==> src/rtl/ahb_lite_fir_filter_ntap.sv <==
// ---------------------------------------------------------------------------
// ahb_lite_fir_filter_ntap
//   AHB-Lite slave FIR filter. Samples written over the bus are queued in a
//   small FIFO. A sequential MAC engine then produces one output per sample,
//   working through one tap per cycle. Coefficients are double-buffered. Bus
//   writes land in a shadow set, and a COEFSET commit copies that set into the
//   active set used by the engine.
//
//   Optional feature macro: FIR_IRQ_EN (adds the irq output).
//
// Ports
//   clk     in   1       system clock, all state on rising edge
//   n_rst   in   1       synchronous active-low reset
//   hsel    in   1       slave select
//   haddr   in   ADDR_W  byte address
//   hsize   in   1       0=byte, 1=halfword
//   htrans  in   2       IDLE=0, BUSY=1, NONSEQ=2, SEQ=3
//   hwrite  in   1       1=write
//   hwdata  in   16      write data (data phase)
//   hrdata  out  16      read data (data phase)
//   hresp   out  1       error response (data phase)
//   irq     out  1       result-ready interrupt (FIR_IRQ_EN only)
//
// Register map (halfword index = haddr[ADDR_W-1:1])
//   0 STATUS  RO  bit0 busy, bit8 err
//   1 RESULT  RO  last output
//   2 SAMPLE  WO  push to FIFO; reads return FIFO head (0 when empty)
//   3 COEFSET RW  bit0=1 requests commit; reads 1 while pending
//   4+k       RW  shadow coefficient k
// ---------------------------------------------------------------------------
module ahb_lite_fir_filter_ntap #(
    parameter int TAPS       = 8,
    parameter int FIFO_DEPTH = 4,
    parameter int ADDR_W     = 5
) (
    input  logic              clk,
    input  logic              n_rst,
    input  logic              hsel,
    input  logic [ADDR_W-1:0] haddr,
    input  logic              hsize,
    input  logic [1:0]        htrans,
    input  logic              hwrite,
    input  logic [15:0]       hwdata,
    output logic [15:0]       hrdata,
    output logic              hresp
`ifdef FIR_IRQ_EN
    ,
    output logic              irq
`endif
);

    localparam int CNT_W = $clog2(TAPS);
    localparam int ACC_W = 32 + CNT_W;
    localparam int PTR_W = $clog2(FIFO_DEPTH);

    typedef enum logic [2:0] {
        S_IDLE,
        S_COMMIT,
        S_LOAD,
        S_MAC,
        S_DONE
    } state_t;

    // Bus protocol: an address phase is accepted whenever hsel && htrans[1].
    // It is captured in the dp_* registers and completes unconditionally in
    // the following cycle, because the slave never inserts wait states. The
    // data phase drives hrdata/hresp combinationally from those registers.
    state_t            state_q, state_d;
    logic              dp_valid_q, dp_valid_d;
    logic [ADDR_W-1:0] dp_addr_q, dp_addr_d;
    logic              dp_write_q, dp_write_d;
    logic              dp_size_q, dp_size_d;

    logic [15:0]       fifo_q [FIFO_DEPTH];
    logic [15:0]       fifo_d [FIFO_DEPTH];
    logic [PTR_W-1:0]  wr_ptr_q, wr_ptr_d;
    logic [PTR_W-1:0]  rd_ptr_q, rd_ptr_d;
    logic [PTR_W:0]    count_q, count_d;

    logic [15:0]       x_q [TAPS];
    logic [15:0]       x_d [TAPS];
    logic [15:0]       coef_shadow_q [TAPS];
    logic [15:0]       coef_shadow_d [TAPS];
    logic [15:0]       coef_active_q [TAPS];
    logic [15:0]       coef_active_d [TAPS];

    logic [ACC_W-1:0]  acc_q, acc_d;
    logic [CNT_W-1:0]  cnt_q, cnt_d;
    logic [15:0]       result_q, result_d;
    logic              err_q, err_d;
    logic              commit_pend_q, commit_pend_d;
    logic              irq_q, irq_d;

    // Data-phase decode
    logic [31:0]       idx_w;
    logic              misalign;
    logic              unmapped;
    logic              fifo_full;
    logic              fifo_empty;
    logic              bus_err;
    logic              wr_en;
    logic              rd_en;
    logic              busy;
    logic [15:0]       fifo_head;
    logic [15:0]       rdata;
    logic [31:0]       prod;
    logic              push;
    logic              pop;

    logic              unused_htrans;
    assign unused_htrans = htrans[0];

    // Merge write data into an existing halfword according to the byte lane.
    function automatic logic [15:0] merge_lanes(input logic [15:0] old_v,
                                                input logic [15:0] wd,
                                                input logic        sz,
                                                input logic        hi);
        if (sz)
            return wd;
        else if (hi)
            return {wd[15:8], old_v[7:0]};
        else
            return {old_v[15:8], wd[7:0]};
    endfunction

    always_comb begin
        idx_w      = 32'(dp_addr_q[ADDR_W-1:1]);
        misalign   = dp_size_q && dp_addr_q[0];
        unmapped   = idx_w >= 32'(4 + TAPS);
        fifo_full  = count_q == (PTR_W+1)'(FIFO_DEPTH);
        fifo_empty = count_q == '0;
        fifo_head  = fifo_q[rd_ptr_q];
        // A full FIFO rejects a push even if the engine pops in the same cycle.
        bus_err    = dp_valid_q && (misalign || unmapped ||
                                    (dp_write_q && idx_w < 32'd2) ||
                                    (dp_write_q && idx_w == 32'd2 && fifo_full));
        wr_en      = dp_valid_q && dp_write_q && !bus_err;
        rd_en      = dp_valid_q && !dp_write_q && !bus_err;
        busy       = (state_q != S_IDLE) || !fifo_empty || commit_pend_q;

        rdata = 16'h0000;
        if (idx_w == 32'd0)
            rdata = {7'b0, err_q, 7'b0, busy};
        else if (idx_w == 32'd1)
            rdata = result_q;
        else if (idx_w == 32'd2)
            rdata = fifo_empty ? 16'h0000 : fifo_head;
        else if (idx_w == 32'd3)
            rdata = {15'b0, commit_pend_q};
        else begin
            for (int k = 0; k < TAPS; k++) begin
                if (idx_w == 32'(4 + k))
                    rdata = coef_shadow_q[k];
            end
        end
    end

    assign hrdata = rd_en ? rdata : 16'h0000;
    assign hresp  = bus_err;

    always_comb begin
        state_d       = state_q;
        dp_valid_d    = hsel && htrans[1];
        dp_addr_d     = haddr;
        dp_write_d    = hwrite;
        dp_size_d     = hsize;
        fifo_d        = fifo_q;
        wr_ptr_d      = wr_ptr_q;
        rd_ptr_d      = rd_ptr_q;
        count_d       = count_q;
        x_d           = x_q;
        coef_shadow_d = coef_shadow_q;
        coef_active_d = coef_active_q;
        acc_d         = acc_q;
        cnt_d         = cnt_q;
        result_d      = result_q;
        err_d         = err_q;
        commit_pend_d = commit_pend_q;
        irq_d         = irq_q;
        prod          = {16'h0000, x_q[cnt_q]} * {16'h0000, coef_active_q[cnt_q]};

        // Commit outranks LOAD so samples queued after a COEFSET write see the new set.
        pop  = (state_q == S_IDLE) && !commit_pend_q && !fifo_empty;
        push = wr_en && (idx_w == 32'd2);

        // Engine FSM
        case (state_q)
            S_IDLE: begin
                if (commit_pend_q) begin
                    state_d = S_COMMIT;
                end else if (!fifo_empty) begin
                    state_d = S_LOAD;
                    x_d[0]  = fifo_head;
                    for (int k = 1; k < TAPS; k++)
                        x_d[k] = x_q[k-1];
                end
            end
            S_COMMIT: begin
                coef_active_d = coef_shadow_q;
                commit_pend_d = 1'b0;
                state_d       = S_IDLE;
            end
            S_LOAD: begin
                acc_d   = '0;
                cnt_d   = '0;
                state_d = S_MAC;
            end
            S_MAC: begin
                acc_d = acc_q + {{CNT_W{1'b0}}, prod};
                if (cnt_q == CNT_W'(TAPS - 1))
                    state_d = S_DONE;
                else
                    cnt_d = cnt_q + CNT_W'(1);
            end
            S_DONE: begin
                // Output is acc>>16; any bit above bit 31 means it exceeds 16 bits.
                if (|acc_q[ACC_W-1:32]) begin
                    result_d = 16'hFFFF;
                    err_d    = 1'b1;
                end else begin
                    result_d = acc_q[31:16];
                    err_d    = 1'b0;
                end
                state_d = S_IDLE;
            end
            default: state_d = S_IDLE;
        endcase

        // FIFO bookkeeping
        if (push) begin
            fifo_d[wr_ptr_q] = merge_lanes(16'h0000, hwdata, dp_size_q, dp_addr_q[0]);
            wr_ptr_d         = wr_ptr_q + PTR_W'(1);
        end
        if (pop)
            rd_ptr_d = rd_ptr_q + PTR_W'(1);
        if (push && !pop)
            count_d = count_q + (PTR_W+1)'(1);
        else if (pop && !push)
            count_d = count_q - (PTR_W+1)'(1);

        // Bus register writes. A COEFSET request landing during COMMIT re-arms
        // the pending flag, so it is placed after the FSM.
        if (wr_en && idx_w == 32'd3 && (dp_size_q || !dp_addr_q[0]) && hwdata[0])
            commit_pend_d = 1'b1;
        for (int k = 0; k < TAPS; k++) begin
            if (wr_en && idx_w == 32'(4 + k))
                coef_shadow_d[k] = merge_lanes(coef_shadow_q[k], hwdata, dp_size_q, dp_addr_q[0]);
        end

        // A DONE coinciding with the clearing RESULT read keeps irq set.
        if (rd_en && idx_w == 32'd1)
            irq_d = 1'b0;
        if (state_q == S_DONE)
            irq_d = 1'b1;
    end

    always_ff @(posedge clk) begin
        if (!n_rst) begin
            state_q       <= S_IDLE;
            dp_valid_q    <= 1'b0;
            dp_addr_q     <= '0;
            dp_write_q    <= 1'b0;
            dp_size_q     <= 1'b0;
            fifo_q        <= '{default: '0};
            wr_ptr_q      <= '0;
            rd_ptr_q      <= '0;
            count_q       <= '0;
            x_q           <= '{default: '0};
            coef_shadow_q <= '{default: '0};
            coef_active_q <= '{default: '0};
            acc_q         <= '0;
            cnt_q         <= '0;
            result_q      <= '0;
            err_q         <= 1'b0;
            commit_pend_q <= 1'b0;
            irq_q         <= 1'b0;
        end else begin
            state_q       <= state_d;
            dp_valid_q    <= dp_valid_d;
            dp_addr_q     <= dp_addr_d;
            dp_write_q    <= dp_write_d;
            dp_size_q     <= dp_size_d;
            fifo_q        <= fifo_d;
            wr_ptr_q      <= wr_ptr_d;
            rd_ptr_q      <= rd_ptr_d;
            count_q       <= count_d;
            x_q           <= x_d;
            coef_shadow_q <= coef_shadow_d;
            coef_active_q <= coef_active_d;
            acc_q         <= acc_d;
            cnt_q         <= cnt_d;
            result_q      <= result_d;
            err_q         <= err_d;
            commit_pend_q <= commit_pend_d;
            irq_q         <= irq_d;
        end
    end

`ifdef FIR_IRQ_EN
    assign irq = irq_q;
`else
    logic unused_irq;
    assign unused_irq = irq_q;
`endif

endmodule
==> config.mk <==
export PLATFORM = sky130hd
export DESIGN_NAME = ahb_lite_fir_filter_ntap
export DESIGN_NICKNAME = d
export VERILOG_FILES = /design/src/rtl/ahb_lite_fir_filter_ntap.sv
export SDC_FILE = /design/constraint.sdc
export NUM_CORES = 2
export LEC_CHECK = 0
export ABC_AREA = 1
export BUFFER_PORTS_ARGS = -buffer_cell sky130_fd_sc_hd__buf_2
export CAP_MARGIN = 20
export CELL_PAD_IN_SITES_DETAIL_PLACEMENT = 1
export CELL_PAD_IN_SITES_GLOBAL_PLACEMENT = 2
export CORE_MARGIN = 8
export CORE_UTILIZATION = 34
export CTS_BUF_LIST = sky130_fd_sc_hd__clkbuf_16
export CTS_CLUSTER_SIZE = 12
export DETAILED_ROUTE_END_ITERATION = 16
export PLACE_DENSITY_LB_ADDON = 0.1
export SYNTH_ARGS = -nofsm -noshare
export SYNTH_HDL_FRONTEND = slang
export SYNTH_SLANG_ARGS = --single-unit
==> constraint.sdc <==
create_clock -name clk -period 6 [get_ports clk]
set_clock_uncertainty 0.2 [all_clocks]
set_input_delay 0.6 -clock clk [delete_from_list [all_inputs] [get_ports clk]]
set_output_delay 0.6 -clock clk [all_outputs]
set_load 0.01 [all_outputs]
After elaboration in Yosys (flattened, before gate mapping) --
Index checks and enable logic that the tools add are counted.
Storage, ports and cells: register bits 522, output and inout port bits 17, logic and storage cells 200
Cells by class: add/subtract/negate cells 6, multiply operators 1, magnitude comparators 6, equal/unequal tests 21, mux-type cells 44, bitwise logic cells 5, reduce and logical (&&, ||, !) cells 68
Operators by type and width (number):
- 2-to-1 mux 16 bit | 27
- binary-select mux 16 bit (select 3 bit) | 2
- case mux 35 bit (2 select lines) | 1
- bitwise mux 64 bit | 1
- AND reduction 2 bit | 18
- adder 35 x 32 -> 35 bit | 1
- binary-select mux 16 bit (select 2 bit) | 1
- demux 16 bit (select 2 bit) | 1
- multiplier 16 x 16 -> 32 bit | 1
- logical AND 1 bit | 27
- 2-to-1 mux 3 bit | 6
- == test 4 x 3 -> 1 bit (second input constant) | 4
- == test 4 bit (second input constant) | 4
- == test 3 bit (second input constant) | 3
- case mux 3 bit (3 select lines) | 1
- == test 4 x 2 -> 1 bit (second input constant) | 2
- greater-or-equal comparator 4 bit (second input constant) | 2
- nonzero test 2 bit | 4
- zero test 1 bit | 7
- adder 3 x 1 -> 3 bit (second input constant) | 2
- == test 3 x 2 -> 1 bit (second input constant) | 2
- greater-or-equal comparator 3 bit (second input constant) | 2
- zero test 3 bit | 2
- logical OR 1 bit | 6
- other kinds (18) | 24

Logic depth before layout (Yosys ltp) --
depth after elaboration 14, depth in mapped cells 36

Least setup slack after synthesis --
No wires, ideal clock.
kind register -> register, start point reg cnt_q[0], end point reg acc_q[22], arrival 5889 ps, path slack -221 ps, stages on the path, launching flop included 32, path buffers 3, path through dfxtp_1 > buf_6 > buf_8 > nor2_1 > o32ai_1 > inv_1 > o21ai_2 > buf_2 > nand2_1 > fa_1 > inv_1 > fa_1 > inv_1 > fa_1 > inv_1 > fa_1 > fa_1 > inv_1 > fa_1 > inv_1 > ha_1 > nand2_1 > nor2_1 > inv_1 > nor3_1 > nand2_1 > nand2_1 > nand2_1 > nand2_1 > nand2_1 > nand3_1 > a21oi_1
Between the ends: word-level cells in the longest chain between the ends 7, elaborated cells on any way between the ends 10
RTL lines:
- start: declaration | RTL line 88 | logic [CNT_W-1:0] cnt_q, cnt_d;
- start signal: assignment | RTL line 291 | cnt_q <= cnt_d;
- NOT 3 -> 4 bit (implied by the code) (*) | RTL line 180 | prod = {16'h0000, x_q[cnt_q]} * {16'h0000, coef_active_q[cnt_q]};
- binary-select mux 16 bit (select 3 bit) | RTL line 180
- 2-to-1 mux 16 bit (implied by the code) (2 in a row) | RTL line 180
- multiplier 16 x 16 -> 32 bit (*) | RTL line 180
- adder 35 x 32 -> 35 bit (*) | RTL line 209 | acc_d = acc_q + {{CNT_W{1'b0}}, prod};
- case mux 35 bit (2 select lines) (*) | RTL line 187 | case (state_q)
- end signal: assignment | RTL line 271 | acc_q <= '0;
- end signal: assignment | RTL line 290 | acc_q <= acc_d;
- end: declaration | RTL line 87 | logic [ACC_W-1:0] acc_q, acc_d;
Every way passes the cells marked *; elsewhere a longest branch is shown, timed or not. The select of a mux whose other input is x is not followed. A chain may end at the register's enable or synchronous reset.

Worst setup path after layout --
start point reg cnt_q[0], end point reg acc_q[33]
The elaborated chain is that of the path after synthesis.

==> metrics.txt <==
grt ovf 0; Clock Latency Late Sink 640 ps; worst vdd ir 0.0002383 V; iteration count of the initial detailed-routing pass 5; Die H 322.9 µm; cells after synthesis 4297; Final Hold Fails 0; final worst slack -738.7 ps; most instantiated cells after synthesis 677 x nor2_1, 609 x inv_1, 586 x o21ai_0, 522 x dfxtp_1, 503 x nand2_1; TritonCTS clock tree yes; Hold Path Class primary input to flip-flop; kind of critical path flip-flop to flip-flop; total track usage 0.2394; Max-cap violations 0; top cells by area, synth dfxtp_1 33%, fa_1 14%, o21ai_0 9.2%; largest net degree at the start of global routing 176; YS warnings 0; Worst path slowest cell fa_1; Tmin final 6739 ps; DRC Markers 0; power per cell area 358.0 nW/µm²; core area 93330 µm²; overall power 14790 µW; Post-synth EDFFs 0; CP Max Fanout 8; Avg Inst Size Synth 7.453 µm²; antenna violations before repair 5; Synth Net Count 4668; num ports 45; row count 112; total number of vias 29850; WP data arrival 7040 ps; number of nets in the layout 5030; worst hold slack 212.1 ps; Root Driver clkbuf_16; Chip Width 322.9 µm; ys async rst share 0; Post-Syn Area 32020 µm²; CTS Sinks 522; Synth top area share 0.3263; area of placed instances 35950 µm²; worst path required time 6300 ps; max-slew violations 0; routability cong. 0.8591; Main synth FF type dfxtp_1; Max-slew headroom 0.2712; Yosys reg bits 522; post-detailed-route count of antenna-violating nets 0; Routed WL 125.5 mm; initial DRC count 1919; failing checks setup timing; initial core utilization 0.3431; clock-pin transition on the worst setup and hold timing paths 60 ps; library cells used by synthesis 51; Max Freq 148.4 MHz; maximum clock path buffer count 3; final instance area 41330 µm²; status complete, but fails checks; nature of the critical path startpoint flip-flop; Vias/cell 4.998; vias in the first global route 30930; global-route wire length before repair 192.2 mm; RSZ-0062 raised after global routing true; Final Cycle Share 1.123; HPWL Detailed 88.81 mm; Wirelength per Cell 21.02 µm; sequential element share of the synthesized area 0.3263; Least-Margin Pin Slew 1093 ps; DIE AREA 104300 µm²; CTS buffer count 66; PortBufs 43; area leader, netlist dfxtp_1; P_leak 0.01790 µW; Largest stage delay, worst path 590 ps; crit end category flip-flop; synth-to-layout area growth 29.06%; CTS H-tree lvls 3; layout cell share with drive strength beyond 1 0.2124; final setup fails 27; count leader, synth nor2_1; most frequent CP cell fa_1
==> final timing paths <==
kind                                from                        endpoint  slack (ps)  cells after the start
setup reg to reg   cnt_q[0]$_SDFFE_PN0P_          acc_q[33]$_SDFFE_PN0P_        -740                     30
setup / recovery   cnt_q[0]$_SDFFE_PN0P_          acc_q[33]$_SDFFE_PN0P_        -740                     30
hold / removal                 hwdata[1]  coef_shadow_q[97]$_SDFFE_PN0P_         210                      3
hold reg to reg   acc_q[31]$_SDFFE_PN0P_          acc_q[31]$_SDFFE_PN0P_         260                      2
==> cell families after synthesis <==
| group | share of synthesized area |
|---|---|
| compound gates | 0.2059 |
| xor+xnor | 0.0005471 |
| fa+ha+maj | 0.1872 |
| buf+inv | 0.1128 |
| flops | 0.3263 |
| simple gates | 0.1672 |
==> layout make-up <==
cell class              count  area [µm²]
repair inverters            1       8.758
multi-input cells        2898       19460
clock inverters            52       394.1
flip-flops and latches    522       10460
diodes                      4       10.01
well taps                1254        1569
clock buffers              70        1752
inverters                 632        2447
fillers                 11360       52000
repair buffers            538        5230
==> power by group <==
group	switching [µW]	internal, µW
Clock	1690	2330
Combinational	3860	2660
Sequential	294	3960
==> per-layer routing <==
metal | vias up | part of all wire | global-route usage
li1 | 14590 | - | -
met1 | 14650 | 0.49 | 0.3420
met2 | 459 | 0.43 | 0.3663
met3 | 148 | 0.048 | 0.04549
met4 | 4 | 0.028 | 0.06921
met5 | - | 0.00018 | 0
==> repair_timing <==
| action | 4_1_cts | 5_1_grt |
|---|---|---|
| pin swaps | 91 | 54 |
| hold buffers | 9 | 0 |
| buffers inserted | 84 | 19 |
| endpoints found under the setup margin | 28 | 30 |
| cloned | 15 | 3 |
| resized for setup | 328 | 130 |
| endpoints found under the hold margin | 8 | 0 |
==> worst max-delay path, delay by kind of cell, from the launching register on <==
family,cells,cell delay [ps]
flops,1,470
fa+ha+maj,7,3330
compound gates,3,470
simple gates,11,1020
buf+inv,9,1080
==> stage by stage <==
stage / TNS (ps) / setup slack, ps / cells / util
floorplan: -16.02 / -14.08 / 4297 / -
global placement: -24000 / -1027 / 5716 / 0.3850
detailed placement: -24640 / -1080 / 5717 / 0.3852
CTS: -15690 / -691.8 / 5945 / 0.4348
global route: -24200 / -1019 / 5969 / 0.4428
finish: -16480 / -738.7 / 5971 / 0.4428
==> flip-flops by register name, summed over array words and instances, names as in the netlist <==
| register | count |
|---|---|
| cnt_q | 3 |
| rd_ptr_q | 2 |
| acc_q | 35 |
| coef_shadow_q | 128 |
| fifo_q | 64 |
| dp_write_q | 1 |
| result_q | 16 |
| err_q | 1 |
| count_q | 3 |
| commit_pend_q | 1 |
| dp_size_q | 1 |
| coef_active_q | 128 |
| dp_addr_q | 5 |
| dp_valid_q | 1 |
| state_q | 3 |
| wr_ptr_q | 2 |
| x_q | 128 |
==> layout by cell type, fill, tap and decap left out, types with 16 or more instances in the layout <==
cell | synthesis | final
a21oi_1 | 482 | 456
inv_2 | 20 | 39
nand2_1 | 503 | 445
fa_1 | 227 | 206
o32ai_1 | 64 | 31
a21oi_2 | 1 | 19
nor2_2 | 8 | 58
o21ai_1 | 29 | 39
ha_1 | 116 | 92
buf_4 | 16 | 371
buf_12 | 1 | 59
o21ai_0 | 586 | 555
dfxtp_1 | 522 | 520
nor2_4 | 1 | 17
nor2_1 | 677 | 611
clkbuf_16 | 0 | 73
inv_1 | 609 | 591
nand3_1 | 67 | 63
o32ai_2 | 0 | 32
buf_2 | 60 | 42
o22ai_1 | 28 | 28
nand4_1 | 17 | 17
nand2_2 | 4 | 50
o21ai_2 | 18 | 25
fa_2 | 0 | 21
ha_4 | 0 | 22
buf_6 | 20 | 32
o21ai_4 | 2 | 16
No activity file was read; power rests on OpenSTA's default activity.
